[config.mk]
export PLATFORM = sky130hd
export DESIGN_NAME = rr_arbiter
export DESIGN_NICKNAME = d
export VERILOG_FILES = /design/src/rtl/rr_arbiter.sv
export SDC_FILE = /design/constraint.sdc
export NUM_CORES = 1
export LEC_CHECK = 0
export ABC_AREA = 1
export ABC_CLOCK_PERIOD_IN_PS = 1950
export CORE_AREA = 2 2 39 41
export DETAILED_ROUTE_END_ITERATION = 8
export DIE_AREA = 0 0 41 43
export DONT_BUFFER_PORTS = 1
export GPL_ROUTABILITY_DRIVEN = 1
export HOLD_SLACK_MARGIN = 0.05
export PLACE_DENSITY = 0.67
export SYNTH_ARGS = -nofsm -noshare
export SYNTH_HDL_FRONTEND = slang
export SYNTH_SLANG_ARGS = --single-unit
[constraint.sdc]
create_clock -name clk_i -period 1.95 [get_ports clk_i]
set_input_delay 0.0975 -clock clk_i [delete_from_list [all_inputs] [get_ports clk_i]]
set_output_delay 0.0975 -clock clk_i [all_outputs]
set_load 0.02 [all_outputs]
[src/rtl/rr_arbiter.sv]
// Round-robin arbiter: grants are held until the winner releases, then priority rotates past it.
// Define RR_ARBITER_TIMEOUT_EN to cap each grant at MAX_GRANT cycles with a timeout_o pulse.
module rr_arbiter #(
    parameter int unsigned REQUESTERS = 4,
    parameter int unsigned MAX_GRANT  = 16
) (
    input  logic                          clk_i,
    input  logic                          rst_i,
    input  logic [REQUESTERS-1:0]         req_i,
    output logic [REQUESTERS-1:0]         gnt_o,
    output logic [$clog2(REQUESTERS)-1:0] gnt_idx_o,
    output logic                          busy_o,
    output logic                          timeout_o
);
    localparam int unsigned IDX_W = $clog2(REQUESTERS);

    typedef logic [IDX_W-1:0] idx_t;
    typedef enum logic {IDLE, GRANT} state_e;

    if (REQUESTERS < 2 || MAX_GRANT < 2) begin : g_param_check
        $error("rr_arbiter: REQUESTERS and MAX_GRANT must both be at least 2");
    end

    state_e                  state_q, state_d;
    logic [REQUESTERS-1:0]   gnt_q, gnt_d;
    idx_t                    idx_q, idx_d;
    idx_t                    ptr_q, ptr_d;
    logic                    busy_q, busy_d;
    logic                    win_vld;
    idx_t                    win_idx;
    idx_t                    cand;
    idx_t                    next_ptr;
    logic                    limit_hit;

`ifdef RR_ARBITER_TIMEOUT_EN
    localparam int unsigned CNT_W = $clog2(MAX_GRANT);
    logic [CNT_W-1:0] cnt_q, cnt_d;
    logic             timeout_q, timeout_d;
    assign limit_hit = (cnt_q == CNT_W'(MAX_GRANT - 1));
    assign timeout_o = timeout_q;
`else
    assign limit_hit = 1'b0;
    assign timeout_o = 1'b0;
`endif

    // Wrap by compare-and-clear so non-power-of-two counts never reach unused indices.
    assign next_ptr = (idx_q == idx_t'(REQUESTERS - 1)) ? '0 : idx_q + idx_t'(1);

    // First set request scanning ptr, ptr+1, ... with wrap back to 0.
    always_comb begin
        win_vld = 1'b0;
        win_idx = '0;
        cand    = ptr_q;
        for (int k = 0; k < REQUESTERS; k++) begin
            if (!win_vld && req_i[cand]) begin
                win_vld = 1'b1;
                win_idx = cand;
            end
            cand = (cand == idx_t'(REQUESTERS - 1)) ? '0 : cand + idx_t'(1);
        end
    end

    // NOTE: every signal driven here gets a default first, so no path leaves one unassigned and no latch is inferred.
    always_comb begin
        state_d = state_q;
        gnt_d   = gnt_q;
        idx_d   = idx_q;
        ptr_d   = ptr_q;
        busy_d  = busy_q;
`ifdef RR_ARBITER_TIMEOUT_EN
        cnt_d     = cnt_q;
        timeout_d = 1'b0;
`endif
        case (state_q)
            IDLE: begin
                if (win_vld) begin
                    state_d = GRANT;
                    gnt_d   = REQUESTERS'(1) << win_idx;
                    idx_d   = win_idx;
                    busy_d  = 1'b1;
`ifdef RR_ARBITER_TIMEOUT_EN
                    cnt_d   = '0;
`endif
                end
            end
            GRANT: begin
                if (!req_i[idx_q] || limit_hit) begin
                    // Dropping to IDLE here creates the one-cycle bubble between grants.
                    state_d = IDLE;
                    gnt_d   = '0;
                    busy_d  = 1'b0;
                    ptr_d   = next_ptr;
`ifdef RR_ARBITER_TIMEOUT_EN
                    timeout_d = req_i[idx_q];
`endif
                end else begin
`ifdef RR_ARBITER_TIMEOUT_EN
                    cnt_d = cnt_q + CNT_W'(1);
`endif
                end
            end
            default: state_d = IDLE;
        endcase
    end

    // NOTE: state registers use non-blocking assignment so every flop samples pre-edge values.
    always_ff @(posedge clk_i) begin
        if (rst_i) begin
            state_q   <= IDLE;
            gnt_q     <= '0;
            idx_q     <= '0;
            ptr_q     <= '0;
            busy_q    <= 1'b0;
`ifdef RR_ARBITER_TIMEOUT_EN
            cnt_q     <= '0;
            timeout_q <= 1'b0;
`endif
        end else begin
            state_q   <= state_d;
            gnt_q     <= gnt_d;
            idx_q     <= idx_d;
            ptr_q     <= ptr_d;
            busy_q    <= busy_d;
`ifdef RR_ARBITER_TIMEOUT_EN
            cnt_q     <= cnt_d;
            timeout_q <= timeout_d;
`endif
        end
    end

    assign gnt_o     = gnt_q;
    assign gnt_idx_o = idx_q;
    assign busy_o    = busy_q;

endmodule

==> impl_metrics.py <==
metrics = {
    "detailed_routing": {
        "dr.pass1.iters": 4,
        "drc": 0,
        "wirelength_microns": 1504,
        "vias": 749,
        "drt-initial-drc-count": 17,
        "ant_nets": 0,
        "viasPerCell": 5.467,
        "wl_per_cell_microns": 10.98,
    },
    "grt": {
        "grt_usage_pct": 21.01,
        "antenna_found_initial": 0,
        "grt_pass1_vias": 643,
        "grt.busiest_layer": "met2",
        "grt-ovfl-total": 0,
        "grt_use_met1_pct": 26.23,
        "grt_pass1_wl_microns": 2566,
        "grt_start_max_net_pins": 9,
        "met2_usage_pct": 34.06,
        "globalRouteMet3Util_pct": 2.094,
    },
    "setup_path": {
        "crit_slowest_cell": "ha_1",
        "worstPathCellList": "ha_1 > inv_1 > nand2_1 > nand2_1 > nand2_1 > nand2_2 > nand3b_2 > nand2_2 > inv_2 > o21ai_1 > a21oi_1",
        "cp_max_fo": 7,
        "r2r_cells": 11,
        "r2r_slack_ns": 0.20,
        "arrival_ns": 1.90,
        "critPathTopFamily": "simple AND/OR/NAND/NOR gates",
        "critPathRequiredTime_ns": 2.10,
        "worst_setup_path_end_kind": "flip-flop",
        "r2r_end": "gnt_idx_o[0]$_SDFFE_PP0P_",
        "crit_top_cell": "nand2_1",
        "r2r-start": "ptr_q[1]$_SDFFE_PP0P_",
        "critical_path.startpoint_type": "flip-flop",
        "setup.worst_path.class": "reg -> reg",
        "crit_buf_inv": 2,
        "max_stage_delay_ns": 0.35,
    },
    "logic_synthesis": {
        "ys_seq_area_share_pct": 27.73,
        "syn_avg_cell_area_sq_um": 6.170,
        "syn_area_sq_um": 721.9,
        "synth-edff-count": 0,
        "synth_top_cell_area_share_pct": 27.73,
        "yosysWarnings": 0,
        "synthDistinctLibCells": 20,
        "ys_async_sr_fraction_pct": 0,
        "ys_ff_latch": 10,
        "syn_nets": 125,
        "synth_cells": 117,
        "synth_area_leaders": "dfxtp_1 28%, nand2_1 18%, nand3_1 11%, inv_1 7.3%, a21oi_1 6.9%",
        "yosysTopAreaCell": "dfxtp_1",
        "ys.flop_type": "dfxtp_1",
    },
    "clock_tree": {
        "clk_pin_slew_worst_paths_ns": 0.06,
        "cts_made_buffers": 3,
        "postCtsSetupBuffers": 0,
        "clock_path_buffers": 2,
        "clock-sinks": 10,
        "cts_tree": "done",
        "htree_num_levels": 1,
        "clkLatencyLatePin_ns": 0.26,
        "root_buffer": "clkbuf_4",
    },
    "power": {
        "pwr-share-clk_pct": 10.0,
        "seq_power_share_pct": 30.8,
        "pwr-share-comb_pct": 59.3,
        "leakagePower_uw": 0.0004045,
        "p_sw_uw": 719.1,
        "irDropWorstVdd_mv": 0.8828,
        "power.density_mw_per_mm2": 1730,
        "p_int_uw": 625.2,
        "p_sw_share_pct": 53.49,
    },
    "floorplanning": {
        "die_h_microns": 43,
        "rows": 14,
        "die_w_microns": 41,
        "boundaryPins": 14,
        "core-area_sq_mm": 0.001384,
        "initial_utilization_pct": 52.17,
        "die_area_sq_mm": 0.001763,
    },
    "layout": {
        "nFillCells": 129,
        "layout-drive-gt1-share_pct": 14.05,
        "diodes": 0,
        "final_nets": 131,
        "syn_to_final_growth_pct": 7.626,
        "layout.cells.non_filler": 137,
    },
    "hold_path": {
        "min-delay-start": "req_i[3]",
        "holdPathStages": 5,
        "min_path_type": "in -> reg",
        "hold_end": "busy_o$_SDFFE_PP0P_",
    },
    "sta": {
        "hold_viol_final": 0,
        "clock.fmax_ghz": 0.5726,
        "grt_setup_unrepaired": "false",
        "slew_violations": 0,
        "setup_violations": 0,
        "min_period_ns": 1.747,
        "finClkSkew_ns": 0.003899,
        "period_share_pct": 89.57,
        "setup-tns-final_ns": 0,
    },
    "placement": {
        "port_buffers": 0,
        "hpwl_microns": 1266,
        "gp_congestion": 0.7179,
        "place_inst": 133,
    },
    "job": {
        "maxCapViolations": 0,
    },
    "run_status": {
        "status": "completed",
    },
}
state kept, by name (all words and copies together) (netlist names):
name	cells
gnt_idx_o	2
busy_o	1
gnt_o	4
state_q	1
ptr_q	2
cells by family (layout without fill, tap and decap cells):
logic type	count (synthesis)	in the layout	synth area share, %
compound gates	18	18	13.17
fa+ha+maj	2	2	3.466
flops	10	10	27.73
simple gates	69	69	45.75
other cells	1	1	0.5194
buf+inv	17	21	9.359
area by class of cell:
type / instances / area [sq um] / area share, %
clock buffer: 3 / 22.52 / 2.899
inverter: 16 / 60.06 / 7.729
multi-input combinational: 90 / 456.7 / 58.78
sequential: 10 / 200.2 / 25.76
tap: 16 / 20.02 / 2.576
timing repair buffer: 2 / 17.52 / 2.254
layout by cell type, fill, tap and decap left out:
cell type | Yosys | routed
nor2_2 | 0 | 1
clkbuf_4 | 0 | 3
nand2_2 | 6 | 6
conb_1 | 1 | 1
nand3_1 | 16 | 16
o21a_1 | 1 | 1
nand3b_2 | 1 | 1
o21ai_1 | 1 | 1
inv_1 | 14 | 14
nand4_1 | 2 | 2
nor2_4 | 1 | 1
dlygate4sd3_1 | 0 | 1
ha_1 | 2 | 2
nand3b_1 | 1 | 1
inv_2 | 2 | 2
a21oi_1 | 10 | 10
buf_4 | 1 | 1
o21ai_0 | 5 | 5
o211ai_1 | 1 | 1
nor2_1 | 6 | 5
nand3_2 | 2 | 2
dfxtp_1 | 10 | 10
nand2_1 | 34 | 34
synthesized netlist by cell type, drive strengths merged (2+ instances only):
library cell	count
o21ai	6
nand4	2
ha	2
nor2	7
dfxtp	10
nand3	18
a21oi	10
nand2	40
nand3b	2
inv	16
metrics by stage:
step / setup WS, ns / utilization [%] / power [uW] / hold WS [ns] / instance area [sq um]
global placement: 0.2260 / 53.62 / 1195 / 0.1685 / 742.0
floorplan: 0.2861 / - / 1050 / 0.1666 / 721.9
finish: 0.2034 / 56.15 / 1344 / 0.3233 / 777.0
CTS: 0.1959 / 55.97 / 1347 / 0.3303 / 774.5
global route: 0.03754 / 56.15 / 1485 / 0.3684 / 777.0
detailed placement: 0.2111 / 53.62 / 1202 / 0.1706 / 742.0
what timing repair did:
action | CTS | global route
endpoints found under the hold margin | 10 | 0
setup endpoints to repair | 0 | 1
resized for setup | 0 | 1
hold buffers | 1 | 0
worst min-delay path: cells and delay by family:
kind,cells,cell delay (ns)
and+or+nand+nor,1,0.04
AOI/OAI and AO/OA,4,0.40
worst max-delay path by stage:
stage                          startpoint                   endpoint  slack [ns]  depth (start not counted)
floorplan           ptr_q[0]$_SDFFE_PP0P_  gnt_idx_o[0]$_SDFFE_PP0P_        0.29                         11
global placement    ptr_q[0]$_SDFFE_PP0P_  gnt_idx_o[0]$_SDFFE_PP0P_        0.23                         11
detailed placement  ptr_q[0]$_SDFFE_PP0P_  gnt_idx_o[0]$_SDFFE_PP0P_        0.21                         11
CTS                 ptr_q[1]$_SDFFE_PP0P_  gnt_idx_o[0]$_SDFFE_PP0P_        0.20                         11
global route        ptr_q[1]$_SDFFE_PP0P_      gnt_o[2]$_SDFFE_PP0P_        0.04                         11
finish              ptr_q[1]$_SDFFE_PP0P_  gnt_idx_o[0]$_SDFFE_PP0P_        0.20                         11
power by group through the flow:
stage	registers, uW	clock network (uW)	logic (uW)
after floorplan	412	0	639
after global placement	419	0	777
after detailed placement	419	0	783
after CTS	415	139	793
after global routing	423	147	915
final	414	134	797
layer usage:
metal / vias to the layer above / routed length (microns)
li1: 390 / -
met1: 340 / 658
met2: 14 / 745
met3: 5 / 68
met4: 0 / 31
met5: - / 0
(Power assumes the default switching activity.)
